==> src/rtl/key_pkg.sv <==
// Shared keypad constants and the key index mapping used here and by the encoder.
// Latency: n/a (package only).
// Backpressure: n/a.
package key_pkg;

    localparam int unsigned NROW = 5;
    localparam int unsigned NCOL = 5;
    localparam int unsigned NKEY = NROW * NCOL;

    function automatic int unsigned key_idx(input int unsigned c, input int unsigned r);
        return c * NROW + r;
    endfunction

endpackage

==> src/rtl/key_debounce.sv <==
// Whole-frame debouncer: accepts a new key map after DEB_CNT identical frames, pulses new presses.
// Latency: btn_ok/key_state update on the accepting frame-end edge (visible next cycle).
// Backpressure: none; btn_ok is a single-cycle pulse with no handshake.
module key_debounce
    import key_pkg::*;
#(
    parameter int DEB_CNT = 4
) (
    input  logic            clk,
    input  logic            rst_n,
    input  logic [NKEY-1:0] next_frame,
    input  logic            frame_end,
    output logic [NKEY-1:0] key_state,
    output logic [NKEY-1:0] btn_ok
);

    localparam int SW = $clog2(DEB_CNT + 1);
    localparam logic [SW-1:0] STABLE_MAX = SW'(DEB_CNT);

    logic [NKEY-1:0] last_frame;
    logic [SW-1:0]   stable;
    logic [SW-1:0]   stable_nxt;
    logic            accept;

    always_comb begin
        stable_nxt = stable;
        accept     = 1'b0;
        if (frame_end) begin
            if (next_frame == last_frame) begin
                stable_nxt = (stable == STABLE_MAX) ? stable : stable + 1'b1;
            end else begin
                stable_nxt = SW'(1);
            end
            accept = (stable_nxt == STABLE_MAX) && (next_frame != key_state);
        end
    end

    always_ff @(posedge clk) begin
        if (!rst_n) begin
            last_frame <= '0;
            stable     <= '0;
            key_state  <= '0;
            btn_ok     <= '0;
        end else begin
            stable <= stable_nxt;
            btn_ok <= '0;
            if (frame_end) begin
                last_frame <= next_frame;
            end
            // Releases only change key_state; only newly set bits pulse.
            if (accept) begin
                key_state <= next_frame;
                btn_ok    <= next_frame & ~key_state;
            end
        end
    end

endmodule

==> src/rtl/key_scan.sv <==
// 5x5 keypad scanner: drives columns, samples synchronised rows, hands whole frames to the debouncer.
// Latency: one frame is 5*SCAN_DIV cycles; a stable press is reported after DEB_CNT full frames.
// Backpressure: none; outputs are free-running pulses and levels.
module key_scan
    import key_pkg::*;
#(
    parameter int SCAN_DIV = 1000,
    parameter int DEB_CNT  = 4
) (
    input  logic            clk,
    input  logic            rst_n,
    input  logic [NROW-1:0] row,
    output logic [NCOL-1:0] col,
    output logic [NKEY-1:0] btn_ok,
    output logic [NKEY-1:0] key_state
);

    localparam int DW = $clog2(SCAN_DIV);
    localparam logic [DW-1:0] DIV_LAST = DW'(SCAN_DIV - 1);
    localparam logic [2:0]    C_LAST   = 3'(NCOL - 1);

    logic [NROW-1:0] row_m;
    logic [NROW-1:0] row_s;
    logic [DW-1:0]   div;
    logic [2:0]      c;
    logic            sample;
    logic            frame_end;
    logic [NKEY-1:0] next_frame;
    // The last column is never stored: it goes straight into next_frame on the frame-end edge.
    logic [NROW-1:0] raw_col [NCOL-1];

    assign sample    = (div == DIV_LAST);
    assign frame_end = sample && (c == C_LAST);
    assign col       = ~(NCOL'(1) << c);

    always_ff @(posedge clk) begin
        if (!rst_n) begin
            row_m <= '1;
            row_s <= '1;
        end else begin
            row_m <= row;
            row_s <= row_m;
        end
    end

    always_ff @(posedge clk) begin
        if (!rst_n) begin
            div <= '0;
            c   <= '0;
            for (int i = 0; i < NCOL - 1; i++) begin
                raw_col[i] <= '0;
            end
        end else if (sample) begin
            div <= '0;
            c   <= (c == C_LAST) ? 3'd0 : c + 3'd1;
            if (c != C_LAST) begin
                raw_col[c[1:0]] <= ~row_s;
            end
        end else begin
            div <= div + 1'b1;
        end
    end

    for (genvar ci = 0; ci < NCOL - 1; ci++) begin : g_frame
        assign next_frame[key_idx(ci, 0) +: NROW] = raw_col[ci];
    end
    assign next_frame[key_idx(NCOL - 1, 0) +: NROW] = ~row_s;

    key_debounce #(
        .DEB_CNT (DEB_CNT)
    ) u_debounce (
        .clk        (clk),
        .rst_n      (rst_n),
        .next_frame (next_frame),
        .frame_end  (frame_end),
        .key_state  (key_state),
        .btn_ok     (btn_ok)
    );

endmodule
==> config.mk <==
export PLATFORM = sky130hd
export DESIGN_NAME = key_scan
export DESIGN_NICKNAME = d
export VERILOG_FILES = /design/src/rtl/key_pkg.sv /design/src/rtl/key_debounce.sv /design/src/rtl/key_scan.sv
export SDC_FILE = /design/constraint.sdc
export NUM_CORES = 1
export LEC_CHECK = 0
export BUFFER_PORTS_ARGS = -buffer_cell sky130_fd_sc_hd__clkbuf_2
export CELL_PAD_IN_SITES_DETAIL_PLACEMENT = 1
export CELL_PAD_IN_SITES_GLOBAL_PLACEMENT = 1
export CORE_MARGIN = 2
export CORE_UTILIZATION = 42
export CTS_BUF_LIST = sky130_fd_sc_hd__clkbuf_2 sky130_fd_sc_hd__clkbuf_4 sky130_fd_sc_hd__clkbuf_8
export CTS_CLUSTER_SIZE = 20
export DETAILED_ROUTE_END_ITERATION = 12
export PLACE_DENSITY_LB_ADDON = 0.1
export SETUP_SLACK_MARGIN = 0.5
export SKIP_CTS_REPAIR_TIMING = 1
export SYNTH_ARGS = -nofsm -noshare
export SYNTH_HDL_FRONTEND = slang
export SYNTH_SLANG_ARGS = --single-unit
==> constraint.sdc <==
create_clock -name clk -period 2.3 [get_ports clk]
set_clock_uncertainty 0.05 [all_clocks]
set_input_delay 0.46 -clock clk [delete_from_list [all_inputs] [get_ports clk]]
set_output_delay 0.46 -clock clk [all_outputs]
set_load 0.01 [all_outputs]
==> flow_summary.json <==
{
  "status": "complete, but fails checks",
  "violations": "negative setup slack",
  "track_usage": 0.226,
  "synth_top_area_cell": "dfxtp_1",
  "routed-via-count": 4665,
  "synthCells": 579,
  "drc": 0,
  "final_util": 0.624,
  "root_buffer": "clkbuf_8",
  "synth-seq-area-share": 0.480,
  "hold_path_depth": 2,
  "antenna_found_initial": 0,
  "synthFlopType": "dfxtp_1",
  "fp.dieW_um": 118,
  "p_leak_nw": 3.10,
  "die_h_um": 118,
  "p_per_area_nw_per_um2": 569,
  "slew_viol_final": 0,
  "numCtsBuffers": 17,
  "coreArea_sq_um": 12700,
  "relSlewSlack": 0.629,
  "r2r_cells": 9,
  "ys_ff_latch": 121,
  "drive_gt1_frac": 0.455,
  "synth.area.top_cells": "dfxtp_1 37%, edfxtp_1 11%, ha_1 7.6%, nand2_1 6.3%, inv_1 4.3%",
  "drt_wl_total_um": 18300,
  "worst_pin_slew_ns": 0.557,
  "yosys_warnings": 0,
  "diodes": 0,
  "period_share": 1.04,
  "finalPower_w": 0.00450,
  "first_pass_iters": 4,
  "cts.clk_slew.worst_paths_ns": 0.07,
  "syn_area_sq_um": 5460,
  "fin_nets": 744,
  "port_buffers": 61,
  "area_growth_syn_to_layout_pct": 44.8,
  "finalHoldViolations": 0,
  "ios": 62,
  "vias_per_cell": 5.25,
  "synthArstFlopShare": 0,
  "cp_max_fo": 13,
  "fin_ws_ns": -0.101,
  "grt_setup_unrepaired": "yes",
  "cp-start-kind": "register",
  "yosys.area.top_type_share": 0.370,
  "cp_data_required_time_ns": 2.63,
  "drtIter0Drc": 252,
  "clock_path_buffers": 2,
  "initial_core_util": 0.431,
  "gr-total-overflow": 0,
  "synth_nets": 619,
  "cts_sinks": 121,
  "dp_hpwl_um": 11100,
  "clock_latency_ns": 0.46,
  "gp_congestion": 0.899,
  "endpoint_kind": "register",
  "tritoncts": "built",
  "cts_max_level": 4,
  "hold_class": "input port to register",
  "grt_first_pass_wirelength_um": 24100,
  "syn_avg_cell_area_sq_um": 9.43,
  "synth_edf_count": 20,
  "fin_crit_ns": 2.40,
  "placementRows": 41,
  "worstPathArrival_ns": 2.73,
  "ir_drop_uv": 309,
  "die_area_sq_um": 13900,
  "grt_max_degree": 55,
  "path_class": "register to register",
  "grt_pass1_vias": 4600,
  "avgRoutedWirePerCell_um": 20.6,
  "fillers": 1369,
  "ant_nets": 0,
  "drv_cap": 0,
  "yosys.cell_types.count": 42,
  "setup_violations": 44,
  "max_freq_ghz": 0.417
}
-- layout make-up --
| cell class | instances | area (sq um) | share of cell area |
|---|---|---|---|
| Clock inverter | 11 | 148 | 0.0187 |
| Inverter | 63 | 241 | 0.0305 |
| Timing Repair Buffer | 138 | 1170 | 0.148 |
| Tap cell | 172 | 215 | 0.0272 |
| Multi-Input combinational cell | 363 | 3210 | 0.406 |
| Clock buffer | 21 | 277 | 0.0350 |
| Sequential cell | 121 | 2650 | 0.335 |
-- flip-flops by register name, summed over array words and instances, names as in the netlist --
signal and flops:
raw_col 20, u_debounce.stable 3, u_debounce.key_state 25, row_s 5, u_debounce.btn_ok 25, c 3
u_debounce.last_frame 25, div 10, row_m 5
-- cells by family (layout without fill, tap and decap cells) --
logic type / Yosys count / in the layout / synth area share
DFF: 121 / 121 / 0.480
muxes: 20 / 20 / 0.0367
buffers and inverters: 95 / 233 / 0.0706
AOI/OAI and AO/OA: 47 / 47 / 0.0552
and+or+nand+nor: 227 / 227 / 0.224
xor gates and xnor gates: 36 / 36 / 0.0577
adders and majority gates: 33 / 33 / 0.0756
-- where the power goes --
part / total, W / switching, W / internal [W]
clock: 0.00203 / 0.000882 / 0.00115
combinational: 0.000262 / 0.000168 / 0.0000945
sequential: 0.00221 / 0.0000335 / 0.00217
total: 0.00450 / 0.00108 / 0.00342
-- worst max-delay path, stage by stage, from the launching register on --
cell and delay, ns:
dfxtp_4 0.38, ha_4 0.14, nand4b_1 0.19, buf_4 0.21, nor4_4 0.29, nand4_1 0.15, buf_6 0.17, nor3_4 0.29
buf_12 0.20, mux2i_1 0.23
-- synth_stat cells, types with 7 or more instances --
cell type,n
a21oi_1,26
dfxtp_1,101
ha_1,33
xor2_1,22
a211oi_1,7
nand2b_1,12
xnor2_1,14
nand2_1,92
inv_1,62
nor2_1,39
edfxtp_1,20
clkbuf_1,23
nor3_2,23
nand4_1,10
a41oi_1,7
mux2i_1,20
nor3_1,11
-- layer usage --
| metal | vias up | track usage | part of all wire |
|---|---|---|---|
| met5 | - | 0 | 0 |
| met4 | 0 | 0.101 | 0.025 |
| met3 | 30 | 0.0446 | 0.047 |
| met2 | 123 | 0.400 | 0.54 |
| met1 | 2339 | 0.264 | 0.39 |
| li1 | 2173 | - | - |
-- cell usage in the layout, fill, tap and decap left out, types with 10 or more instances in the layout --
master    count
nand2_1      60
edfxtp_1     20
nand4_1      10
clkbuf_8     19
ha_1         26
nand2_4      14
nand2_2      17
nor3_2       14
clkbuf_2     56
a21oi_2      17
xnor2_1      13
buf_4        44
nor2_1       27
mux2i_1      20
xor2_1       16
buf_6        24
dfxtp_1      88
nor3_4       18
inv_1        59
nand2b_1     11
-- worst paths after layout --
| kind | startpoint | end | slack [ns] |
|---|---|---|---|
| worst max-delay path | div[0] | u_debounce.key_state[7] | -0.10 |
| worst min-delay path | row[0] | row_m[0] | 0.13 |
| worst max register to register | div[0] | u_debounce.key_state[7] | -0.10 |
| worst min register to register | row_m[2] | row_s[2] | 0.37 |
-- through the flow --
stage	std cells	hold slack (ns)	instance area, sq um	TNS [ns]	setup slack, ns
3_5_place_dp	812	0.358	6260	-0.0709	-0.0311
4_1_cts	844	0.121	6680	-0.556	-0.0712
5_1_grt	889	0.126	7910	-5.88	-0.193
2_1_floorplan	579	0.336	5600	0	0.252
6_report	889	0.128	7910	-1.89	-0.101
3_3_place_gp	812	0.348	6260	0	0.0155
Note: power is estimated with default switching activity, not from simulation.
